===== src/rtl/serial_twos_comp_deser.sv =====
// serial_twos_comp_deser
// Receive side of the serial LSB-first two's-complement negation link.
// Each framed word is re-negated bit-serially (copy bits until the first 1,
// invert the rest) and collected into a parallel word. Because negation is
// its own inverse, this recovers the word the transmitter started from.
// Flags the most-negative-value case and words aborted by an early start.

module serial_twos_comp_deser #(
  parameter int WIDTH = 8
) (
  input  logic             clk,
  input  logic             rst,
  input  logic             in_bit,
  input  logic             in_valid,
  input  logic             in_start,
  output logic [WIDTH-1:0] out_data,
  output logic             out_valid,
  output logic             out_ovf,
  output logic             frame_err
);

  localparam int CW = $clog2(WIDTH);
  localparam logic [CW-1:0] LAST_IDX = CW'(WIDTH - 1);

  typedef enum logic [1:0] {
    IDLE   = 2'd0,
    COPY   = 2'd1,
    INVERT = 2'd2
  } state_t;

  state_t           state_r;
  state_t           state_nxt_s;
  logic [CW-1:0]    cnt_r;
  logic [CW-1:0]    cnt_nxt_s;
  logic [WIDTH-1:0] shreg_r;
  logic [WIDTH-1:0] shreg_nxt_s;
  logic             low_zero_r;
  logic             low_zero_nxt_s;
  logic             accept_s;
  logic             start_s;
  logic             final_s;
  logic             decoded_s;
  logic             ovf_s;

  logic [WIDTH-1:0] out_data_r;
  logic             out_valid_r;
  logic             out_ovf_r;
  logic             frame_err_r;

  // Next-state, bit decoding, shift and overflow tracking for each accepted bit
  always_comb begin
    accept_s       = 1'b0;
    state_nxt_s    = state_r;
    cnt_nxt_s      = cnt_r;
    shreg_nxt_s    = shreg_r;
    low_zero_nxt_s = low_zero_r;

    // Idle bits without a start marker are not part of any word.
    case (state_r)
      IDLE:         accept_s = in_valid & in_start;
      COPY, INVERT: accept_s = in_valid;
      default: begin
        accept_s    = 1'b0;
        state_nxt_s = IDLE;
      end
    endcase

    start_s = accept_s & in_start;
    final_s = accept_s & ~in_start & (cnt_r == LAST_IDX);

    // A start bit is always bit 0 of a fresh word, so it is never inverted.
    if ((state_r == INVERT) && !in_start) begin
      decoded_s = ~in_bit;
    end else begin
      decoded_s = in_bit;
    end

    // Low bits all zero and a final 1 means the word was the most-negative value.
    ovf_s = low_zero_r & in_bit;

    if (accept_s) begin
      shreg_nxt_s = {decoded_s, shreg_r[WIDTH-1:1]};
      if (start_s) begin
        cnt_nxt_s      = CW'(1);
        low_zero_nxt_s = ~in_bit;
        state_nxt_s    = in_bit ? INVERT : COPY;
      end else if (final_s) begin
        cnt_nxt_s      = '0;
        low_zero_nxt_s = low_zero_r;
        state_nxt_s    = IDLE;
      end else begin
        cnt_nxt_s      = cnt_r + CW'(1);
        low_zero_nxt_s = low_zero_r & ~in_bit;
        if ((state_r == COPY) && in_bit) begin
          state_nxt_s = INVERT;
        end else begin
          state_nxt_s = state_r;
        end
      end
    end else begin
      cnt_nxt_s      = cnt_r;
      shreg_nxt_s    = shreg_r;
      low_zero_nxt_s = low_zero_r;
    end
  end

  // Word-assembly state: FSM, bit count, shift register, low-zero tracker
  always_ff @(posedge clk) begin
    if (rst) begin
      state_r    <= IDLE;
      cnt_r      <= '0;
      shreg_r    <= '0;
      low_zero_r <= 1'b0;
    end else begin
      state_r    <= state_nxt_s;
      cnt_r      <= cnt_nxt_s;
      shreg_r    <= shreg_nxt_s;
      low_zero_r <= low_zero_nxt_s;
    end
  end

  // Registered outputs: completed word, overflow flag and abort pulse
  always_ff @(posedge clk) begin
    if (rst) begin
      out_data_r  <= '0;
      out_valid_r <= 1'b0;
      out_ovf_r   <= 1'b0;
      frame_err_r <= 1'b0;
    end else begin
      out_valid_r <= final_s;
      out_ovf_r   <= final_s & ovf_s;
      frame_err_r <= start_s & (state_r != IDLE);
      if (final_s) begin
        out_data_r <= shreg_nxt_s;
      end else begin
        out_data_r <= out_data_r;
      end
    end
  end

  assign out_data  = out_data_r;
  assign out_valid = out_valid_r;
  assign out_ovf   = out_ovf_r;
  assign frame_err = frame_err_r;

endmodule


===== config.mk =====
export PLATFORM = sky130hd
export DESIGN_NAME = serial_twos_comp_deser
export DESIGN_NICKNAME = d
export VERILOG_FILES = /design/src/rtl/serial_twos_comp_deser.sv
export SDC_FILE = /design/constraint.sdc
export NUM_CORES = 1
export LEC_CHECK = 0
export BUFFER_PORTS_ARGS = -buffer_cell sky130_fd_sc_hd__buf_2
export CAP_MARGIN = 20
export CORE_ASPECT_RATIO = 0.8
export CORE_UTILIZATION = 58
export CTS_BUF_LIST = sky130_fd_sc_hd__clkbuf_16
export CTS_CLUSTER_SIZE = 16
export DETAILED_ROUTE_END_ITERATION = 7
export MAX_ROUTING_LAYER = met4
export PLACE_DENSITY_LB_ADDON = 0.08
export SLEW_MARGIN = 20
export SYNTH_ARGS = -nofsm -noshare
export SYNTH_HDL_FRONTEND = slang
export SYNTH_SLANG_ARGS = --single-unit

===== constraint.sdc =====
create_clock -name clk -period 3.3 [get_ports clk]
set_input_delay 0.33 -clock clk [delete_from_list [all_inputs] [get_ports clk]]
set_output_delay 0.33 -clock clk [all_outputs]
set_load 0.05 [all_outputs]

==> results of run 1 <==
-- state kept, by name (all words and copies together) (netlist names) --
| name | count |
|---|---|
| out_ovf | 1 |
| out_data | 8 |
| out_valid | 1 |
| state_r | 2 |
| low_zero_r | 1 |
| cnt_r | 3 |
| shreg_r | 7 |
| frame_err | 1 |
-- final cells by class --
class                   count  area (um^2)  area share
multi-input cells          88          557       0.453
flip-flops and latches     24          480       0.391
clock buffers               3         75.1      0.0610
repair buffers             15         75.1      0.0610
well taps                  22         27.5      0.0224
inverters                   4         15.0      0.0122
-- kinds of logic (layout without fill, tap and decap cells) --
family          Yosys count  count (layout)  synth area share
simple gates             37              37             0.191
compound gates           44              44             0.234
buf+inv                  16              22            0.0664
flops                    24              24             0.432
xor+xnor                  1               1           0.00788
fa+ha+maj                 6               6            0.0676
-- final timing paths --
| path | startpoint | end | slack, ps | cells past startpoint |
|---|---|---|---|---|
| worst max-delay path | state_r[0] | state_r[1] | 1270 | 5 |
| worst min-delay path | in_bit | out_ovf | 380 | 3 |
| worst max register to register | state_r[0] | state_r[1] | 1270 | 5 |
| worst min register to register | low_zero_r | out_ovf | 440 | 2 |
-- worst max-delay path, cell delays in order (launching register included) --
cell and delay [ps]:
dfxtp_1 400, inv_1 90, ha_1 360, a21oi_2 540, a2111oi_0 160, a2111oi_1 370
-- power by group through the flow --
| stage | clock [mW] | sequential (mW) | combinational [mW] |
|---|---|---|---|
| 3_3_place_gp | 0 | 0.310 | 0.0789 |
| 6_report | 0.247 | 0.304 | 0.0813 |
| 5_1_grt | 0.268 | 0.305 | 0.0892 |
| 2_1_floorplan | 0 | 0.309 | 0.0710 |
| 4_1_cts | 0.252 | 0.304 | 0.0799 |
| 3_5_place_dp | 0 | 0.310 | 0.0798 |
-- cell usage after synthesis (2+ instances only) --
cell      number
dfxtp_1       24
a21oi_1       18
o21ai_0       16
nand3_1       15
ha_1           6
buf_2          5
clkbuf_1       4
inv_1          4
a311oi_1       3
nand2_1        3
nor2_1         3
nor3_1         3
a311o_1        2
buf_1          2
nand2b_1       2
nand4_1        2
nand4b_1       2
nor2b_1        2
nor3b_1        2
-- per-layer routing --
| metal | wire (um) | vias up | global-route usage |
|---|---|---|---|
| met2 | 938 | 26 | 0.359 |
| met3 | 115 | 0 | 0.0667 |
| met1 | 1100 | 447 | 0.326 |
| met4 | 0 | 0 | 0.0417 |
| met5 | 0 | - | - |
| li1 | - | 486 | - |
-- through the flow --
stage	util	hold WS (ps)	setup WS (ps)
6_report	0.720	379	1270
5_1_grt	0.720	384	1140
4_1_cts	0.720	370	1280
3_5_place_dp	0.676	433	1280
3_3_place_gp	0.676	424	1370
2_1_floorplan	-	414	1600
==> impl_metrics.json, run 1 <==
{
  "path_class": "flip-flop to flip-flop",
  "layout_common_cells": "dfxtp_1, a21oi_1, o21ai_0",
  "startpoint_type": "flip-flop",
  "ys_types": 29,
  "final_layout_size_suffix_gt1_frac": 0.149,
  "initial_core_util": 0.651,
  "synth_area_um2": 1110,
  "setup_tns_ps": 0,
  "fp.dieH_um": 41.1,
  "h-tree-depth": 1,
  "final_area_um2": 1230,
  "slew_headroom": 0.350,
  "first_iter_violations": 27,
  "dieArea_um2": 2100,
  "grt_first_pass_wirelength_mm": 3.44,
  "syn_inst": 128,
  "pwr-share-seq": 0.481,
  "crit_arrival_ps": 2170,
  "clkSinkCount": 24,
  "drt_wl_total_mm": 2.15,
  "setup_viol": 0,
  "post_dp_cell_area_um2": 1150,
  "routed-via-count": 959,
  "worstMarginPinSlew_ps": 973,
  "synth_top_area_frac": 0.432,
  "fillers": 138,
  "clk_latency_ps": 250,
  "path_max_fanout": 19,
  "max_freq_mhz": 493,
  "final_common_cell": "dfxtp_1",
  "ant_nets": 0,
  "area_delta_synth_final_pct": 10.7,
  "wl_per_cell_um": 13.8,
  "synth_ff_type": "dfxtp_1",
  "p_per_area_nw_per_um2": 514,
  "dp_hpwl_mm": 1.46,
  "clkPwrFrac": 0.391,
  "dp_cells": 153,
  "skew_ps": 1.49,
  "fin_crit_sh": 0.615,
  "core_um2": 1710,
  "yosysTopAreaCell": "dfxtp_1",
  "rows": 13,
  "cts_tree": "done",
  "swShare": 0.240,
  "rsz0062_at_grt": "false",
  "endpoint_kind": "flip-flop",
  "grtUsageTotal": 0.240,
  "cts_buffer_depth": 2,
  "overflow": 0,
  "grt_max_degree": 27,
  "crit_required_ps": 3440,
  "antenna_found_initial": 0,
  "pwr-share-comb": 0.129,
  "post_cts_buffers": 0,
  "portBuffers": 15,
  "cap_violations": 0,
  "synth.area.top_cells": "dfxtp_1, a21oi_1, o21ai_0, ha_1, nand3_1",
  "synth_seq_cells": 24,
  "synth_warnings": 0,
  "netSwitchingPower_mw": 0.152,
  "synthArstFlopShare": 0,
  "peakVddDrop_v": 0.000356,
  "num_io_pins": 16,
  "grt_pass1_vias": 728,
  "globalplace.congestion": 0.962,
  "synth.avg_cell_area_um2": 8.68,
  "status": "completed",
  "hold_violations": 0,
  "drc": 0,
  "p_total_mw": 0.632,
  "cts_hold_buf": 0,
  "path_clk_slew_ps": 60,
  "syn_nets": 139,
  "fin_nets": 147,
  "n_antenna_cell": 0,
  "synth_edf_count": 0,
  "clock-root-buffer": "clkbuf_16",
  "internal-power_mw": 0.480,
  "vias_per_cell": 6.15,
  "final_cells": 156,
  "period_needed_ps": 2030,
  "firstDrtPassIters": 4,
  "cts_resized": 0,
  "fp.dieW_um": 50.9,
  "slew_violations": 0,
  "power.leakage_nw": 0.450,
  "cts_made_buffers": 3,
  "seq_area_frac_synth": 0.432,
  "min-delay-path-class": "primary input to flip-flop"
}
Note: power is estimated with default switching activity, not from simulation.
==> inputs of run 2 (changes only) <==
--- a/config.mk
+++ b/config.mk
@@ -8,7 +8,7 @@
 export BUFFER_PORTS_ARGS = -buffer_cell sky130_fd_sc_hd__buf_2
 export CAP_MARGIN = 20
 export CORE_ASPECT_RATIO = 0.8
-export CORE_UTILIZATION = 58
+export CORE_UTILIZATION = 54
 export CTS_BUF_LIST = sky130_fd_sc_hd__clkbuf_16
 export CTS_CLUSTER_SIZE = 16
 export DETAILED_ROUTE_END_ITERATION = 7
==> constraint.sdc (replaced) <==
create_clock -name clk -period 2.1 [get_ports clk]
set_input_delay 0.21 -clock clk [delete_from_list [all_inputs] [get_ports clk]]
set_output_delay 0.21 -clock clk [all_outputs]
set_load 0.05 [all_outputs]
==> run 2 against run 1 <==
  * Combinational power increased by 72%
  * Non-clock buffer count increased by 3
  * Sequential share of layout area decreased by 1.7 points
  * Worst hold slack lost 130 ps
  * Via count grew 5.6%
  * Count of clock-buffer cells in the layout is the same
  * Sequential cell count did not move
  * Largest power group is now the clock network
==> impl_metrics.json, run 2 (synthesis results as in run 1) <==
{
  "status": "completed",
  "r2r_start": "state_r[0]",
  "largest_reg_flops": 8,
  "crit_required_ps": 2240,
  "fp.dieW_um": 52.7,
  "grtUsageTotal": 0.243,
  "final_layout_size_suffix_gt1_frac": 0.174,
  "endpoint": "state_r[1]",
  "grt_max_degree": 27,
  "final_common_cell": "dfxtp_1",
  "core_um2": 1910,
  "vias_per_cell": 6.25,
  "cap_violations": 0,
  "wl_per_cell_um": 14.3,
  "path_max_fanout": 5,
  "min-delay-path-class": "primary input to flip-flop",
  "p_per_area_nw_per_um2": 899,
  "path_clk_slew_ps": 60,
  "endpoint_kind": "flip-flop",
  "ant_nets": 0,
  "critPathLaunch": "state_r[0]",
  "cts_hold_buf": 0,
  "portBuffers": 15,
  "skew_ps": 4.63,
  "worstMarginPinSlew_ps": 561,
  "antenna_found_initial": 0,
  "setup_slack_ps": 278,
  "firstDrtPassIters": 4,
  "overflow": 0,
  "n_antenna_cell": 0,
  "drc": 0,
  "area_delta_synth_final_pct": 15.7,
  "cts_resized": 0,
  "clkSinkCount": 24,
  "setup_viol": 0,
  "clock-root-buffer": "clkbuf_16",
  "peakVddDrop_v": 0.000719,
  "period_needed_ps": 1820,
  "fin_crit_sh": 0.867,
  "layout_common_cells": "dfxtp_1, a21oi_1, o21ai_0",
  "dieArea_um2": 2240,
  "cts_made_buffers": 3,
  "fin_nets": 150,
  "startpoint_type": "flip-flop",
  "rsz0062_at_grt": "false",
  "reg2reg_to": "state_r[1]",
  "hold_violations": 0,
  "rows": 14,
  "grt_first_pass_wirelength_mm": 3.87,
  "globalplace.congestion": 0.836,
  "rr_worst_depth": 5,
  "max_freq_mhz": 549,
  "power.leakage_nw": 0.479,
  "path_class": "flip-flop to flip-flop",
  "initial_core_util": 0.582,
  "drt_wl_total_mm": 2.32,
  "first_iter_violations": 32,
  "setup_tns_ps": 0,
  "h-tree-depth": 1,
  "routed-via-count": 1013,
  "dp_hpwl_mm": 1.55,
  "cts_buffer_depth": 2,
  "holdWs_ps": 251,
  "pre_cts_slack_ps": 270,
  "slew_headroom": 0.625,
  "fp.dieH_um": 42.6,
  "clk_latency_ps": 260,
  "crit_arrival_ps": 1970,
  "grt_pass1_vias": 868,
  "post_cts_buffers": 0,
  "num_io_pins": 16,
  "slew_violations": 0,
  "r2r_setup_slack_ps": 280,
  "cts_tree": "done"
}
run 2: how the worst min path moves through the flow:
stage	slack, ps	endpoint	startpoint	cells after the start
detailed placement	440	out_ovf	low_zero_r	2
finish	250	out_ovf	in_bit	3
floorplan	340	out_ovf	in_bit	2
global route	280	out_ovf	in_bit	3
global placement	430	out_ovf	low_zero_r	2
CTS	250	out_ovf	in_bit	3
run 2: where the power goes:
part / switching (mW) / total, mW / internal (mW) / leakage (nW)
clock: 0.158 / 0.537 / 0.379 / 0.0511
combinational: 0.0944 / 0.140 / 0.0459 / 0.234
sequential: 0.0103 / 0.478 / 0.468 / 0.194
total: 0.263 / 1.15 / 0.892 / 0.479
run 2: metal layers:
layer | part of all wire | GRT usage | wire [um]
met5 | 0 | - | 0
met4 | 0.0073 | 0.0789 | 17
met3 | 0.049 | 0.0543 | 113
met2 | 0.46 | 0.367 | 1060
met1 | 0.49 | 0.319 | 1130
run 2: area by class of cell:
type / instances / area [um^2]
Fill cell: 157 / 624
Multi-Input combinational cell: 88 / 557
Sequential cell: 24 / 480
Timing Repair Buffer: 18 / 97.6
Clock buffer: 3 / 75.1
Clock inverter: 1 / 30.0
Tap cell: 24 / 30.0
Inverter: 4 / 15.0
run 2: per-stage QoR:
stage / instance area [um^2] / util / total power, mW / cells
2_1_floorplan: 1110 / - / 0.598 / 128
3_3_place_gp: 1180 / 0.618 / 0.623 / 158
3_5_place_dp: 1180 / 0.618 / 0.626 / 158
4_1_cts: 1280 / 0.673 / 1.16 / 162
5_1_grt: 1280 / 0.673 / 1.19 / 162
6_report: 1280 / 0.673 / 1.15 / 162
run 2: worst max-delay path, stage by stage (launching register included):
cell and delay, ps:
dfxtp_1 390, inv_1 80, ha_1 370, nor3b_1 170
a311o_1 350, a2111oi_1 360
==> inputs of run 3 (changes only) <==
--- a/config.mk
+++ b/config.mk
@@ -8,7 +8,7 @@
 export BUFFER_PORTS_ARGS = -buffer_cell sky130_fd_sc_hd__buf_2
 export CAP_MARGIN = 20
 export CORE_ASPECT_RATIO = 0.8
-export CORE_UTILIZATION = 54
+export CORE_UTILIZATION = 49
 export CTS_BUF_LIST = sky130_fd_sc_hd__clkbuf_16
 export CTS_CLUSTER_SIZE = 16
 export DETAILED_ROUTE_END_ITERATION = 7
==> constraint.sdc (replaced) <==
create_clock -name clk -period 1.65 [get_ports clk]
set_input_delay 0.165 -clock clk [delete_from_list [all_inputs] [get_ports clk]]
set_output_delay 0.165 -clock clk [all_outputs]
set_load 0.05 [all_outputs]
==> run 3 against run 2 <==
  * Maximum frequency grew 17%
  * Cell count grew 2.5%
  * Routed wire length grew 3.6%
  * Register-to-register slack lost 190 ps
  * Total power grew 14%
  * Worst hold slack lost 32 ps
  * Sequential power grew 27%
  * Non-clock buffer count grew 4
  * Sequential cell count is the same
  * First-iteration DRC count shrank 9.4%
  * Count of clock-buffer cells in the layout is the same
  * Critical path type unchanged
  * Critical endpoint is now state_r[0]
==> impl_metrics.json, run 3 (synthesis results as in run 1) <==
{
  "status": "completed",
  "wl_per_cell_um": 14.5,
  "pwr-share-comb": 0.163,
  "grt_first_pass_wirelength_mm": 3.99,
  "max_freq_mhz": 640,
  "fin_crit_sh": 0.947,
  "firstDrtPassIters": 4,
  "startpoint_type": "flip-flop",
  "pwr-share-seq": 0.460,
  "min-delay-path-class": "primary input to flip-flop",
  "wl_met1_mm": 1.21,
  "path_class": "flip-flop to flip-flop",
  "critical-path-max-stage-delay_ps": 350,
  "endpoint_kind": "flip-flop",
  "swShare": 0.245,
  "path_delay_family": "compound AO/OA/AOI/OAI gates",
  "worstMarginPinSlew_ps": 511,
  "crit_arrival_ps": 1710,
  "setup_slack_ps": 87.3,
  "overflow": 0,
  "fp.dieW_um": 55.2,
  "postLayoutCoreUtil": 0.622,
  "globalplace.congestion": 0.827,
  "period_needed_ps": 1560,
  "top_layer_used": "met4",
  "p_per_area_nw_per_um2": 993,
  "path_max_fanout": 9,
  "slew_headroom": 0.651,
  "dp_hpwl_mm": 1.62,
  "clkPwrFrac": 0.378,
  "ant_nets": 0,
  "fillers": 185,
  "crit_required_ps": 1800,
  "clkSinkCount": 24,
  "cts_tree": "done",
  "portBuffers": 15,
  "fp.dieH_um": 44.6,
  "skew_ps": 3.21,
  "holdWs_ps": 219,
  "cp_slowest_cell": "dfxtp_2",
  "cts_hold_buf": 0,
  "rsz0062_at_grt": "false",
  "cap_violations": 0,
  "hold_violations": 0,
  "register_area_um2": 483,
  "setup_tns_ps": 0,
  "peakVddDrop_v": 0.000853,
  "setup_viol": 0,
  "largest_reg_flops": 8,
  "grtUsageTotal": 0.216,
  "path_clk_slew_ps": 60,
  "drc": 0,
  "post_cts_buffers": 0,
  "n_antenna_cell": 0,
  "rows": 15,
  "initial_core_util": 0.519,
  "slew_violations": 0,
  "p_total_mw": 1.32,
  "layout_common_cells": "dfxtp_1, a21oi_1, o21ai_0",
  "multi_input_area_um2": 587,
  "cts_made_buffers": 3,
  "crit_path_cell_trace": "inv_2 > ha_4 > a21o_1 > buf_4 > nand4b_1 > a311oi_1",
  "internal-power_mw": 0.998,
  "netSwitchingPower_mw": 0.324,
  "antenna_found_initial": 0,
  "dr_wl_met2_mm": 1.09,
  "power.leakage_nw": 0.490,
  "grt_pass1_vias": 895,
  "cts_buffer_depth": 2,
  "clk_latency_ps": 250,
  "dieArea_um2": 2460,
  "drt_wl_total_mm": 2.40,
  "fin_nets": 154,
  "vias_per_cell": 5.87,
  "pre_cts_slack_ps": -37.6,
  "crit_buf_inv": 2,
  "num_io_pins": 16,
  "grt_max_degree": 27,
  "first_iter_violations": 29,
  "core_um2": 2140,
  "clock-root-buffer": "clkbuf_16",
  "routed-via-count": 974,
  "final_common_cell": "dfxtp_1",
  "final_layout_size_suffix_gt1_frac": 0.234,
  "area_delta_synth_final_pct": 19.8,
  "h-tree-depth": 1,
  "route.met3.wl_um": 91
}
-- run 3: cell count changes in the layout (fill, tap and decap cells not counted), moves of 2 or more --
cell     change
buf_4        +3
ha_4         +2
dfxtp_2      +2
ha_1         -2
dfxtp_1      -2
-- run 3: per-stage QoR --
step,area [um^2],instances
floorplan,1120,128
global placement,1240,163
detailed placement,1240,163
CTS,1320,166
global route,1330,166
finish,1330,166
-- run 3: worst paths after layout --
check,startpoint,to,slack [ps],cells after the start
setup reg to reg,state_r[1],state_r[0],90,6
hold reg to reg,low_zero_r,out_ovf,450,2
setup / recovery,state_r[1],state_r[0],90,6
hold / removal,in_bit,out_ovf,220,3
-- run 3: power groups by stage --
stage          clock (mW)  sequential (mW)  combinational [mW]
2_1_floorplan           0            0.618               0.150
3_3_place_gp            0            0.618               0.205
3_5_place_dp            0            0.619               0.207
4_1_cts             0.520            0.607               0.213
5_1_grt             0.537            0.609               0.235
6_report            0.499            0.608               0.215
-- run 3: what timing repair did --
item | 4_1_cts | 5_1_grt
setup endpoints to repair | 1 | 6
hold endpoints to repair | 0 | 0
resized for setup | 4 | 2
pin swaps | 0 | 2
cloned | 0 | 0
-- run 3: layer usage --
layer  global-route usage  vias to the layer above
li1                     -                      497
met1                0.265                      457
met2                0.354                       18
met3               0.0702                        2
met4               0.0450                        0
met5                    -                        -
-- run 3: tightest hold or removal path, delay by kind of cell --
| kind | cells | cell delay (ps) |
|---|---|---|
| simple gates | 2 | 110 |
| buf+inv | 1 | 150 |
-- run 3: layout make-up --
cell class	count	share of cell area
timing repair buffer	22	0.105
tap	25	0.0235
sequential	24	0.363
multi-input combinational	88	0.441
inverter	4	0.0113
clock buffer	3	0.0564
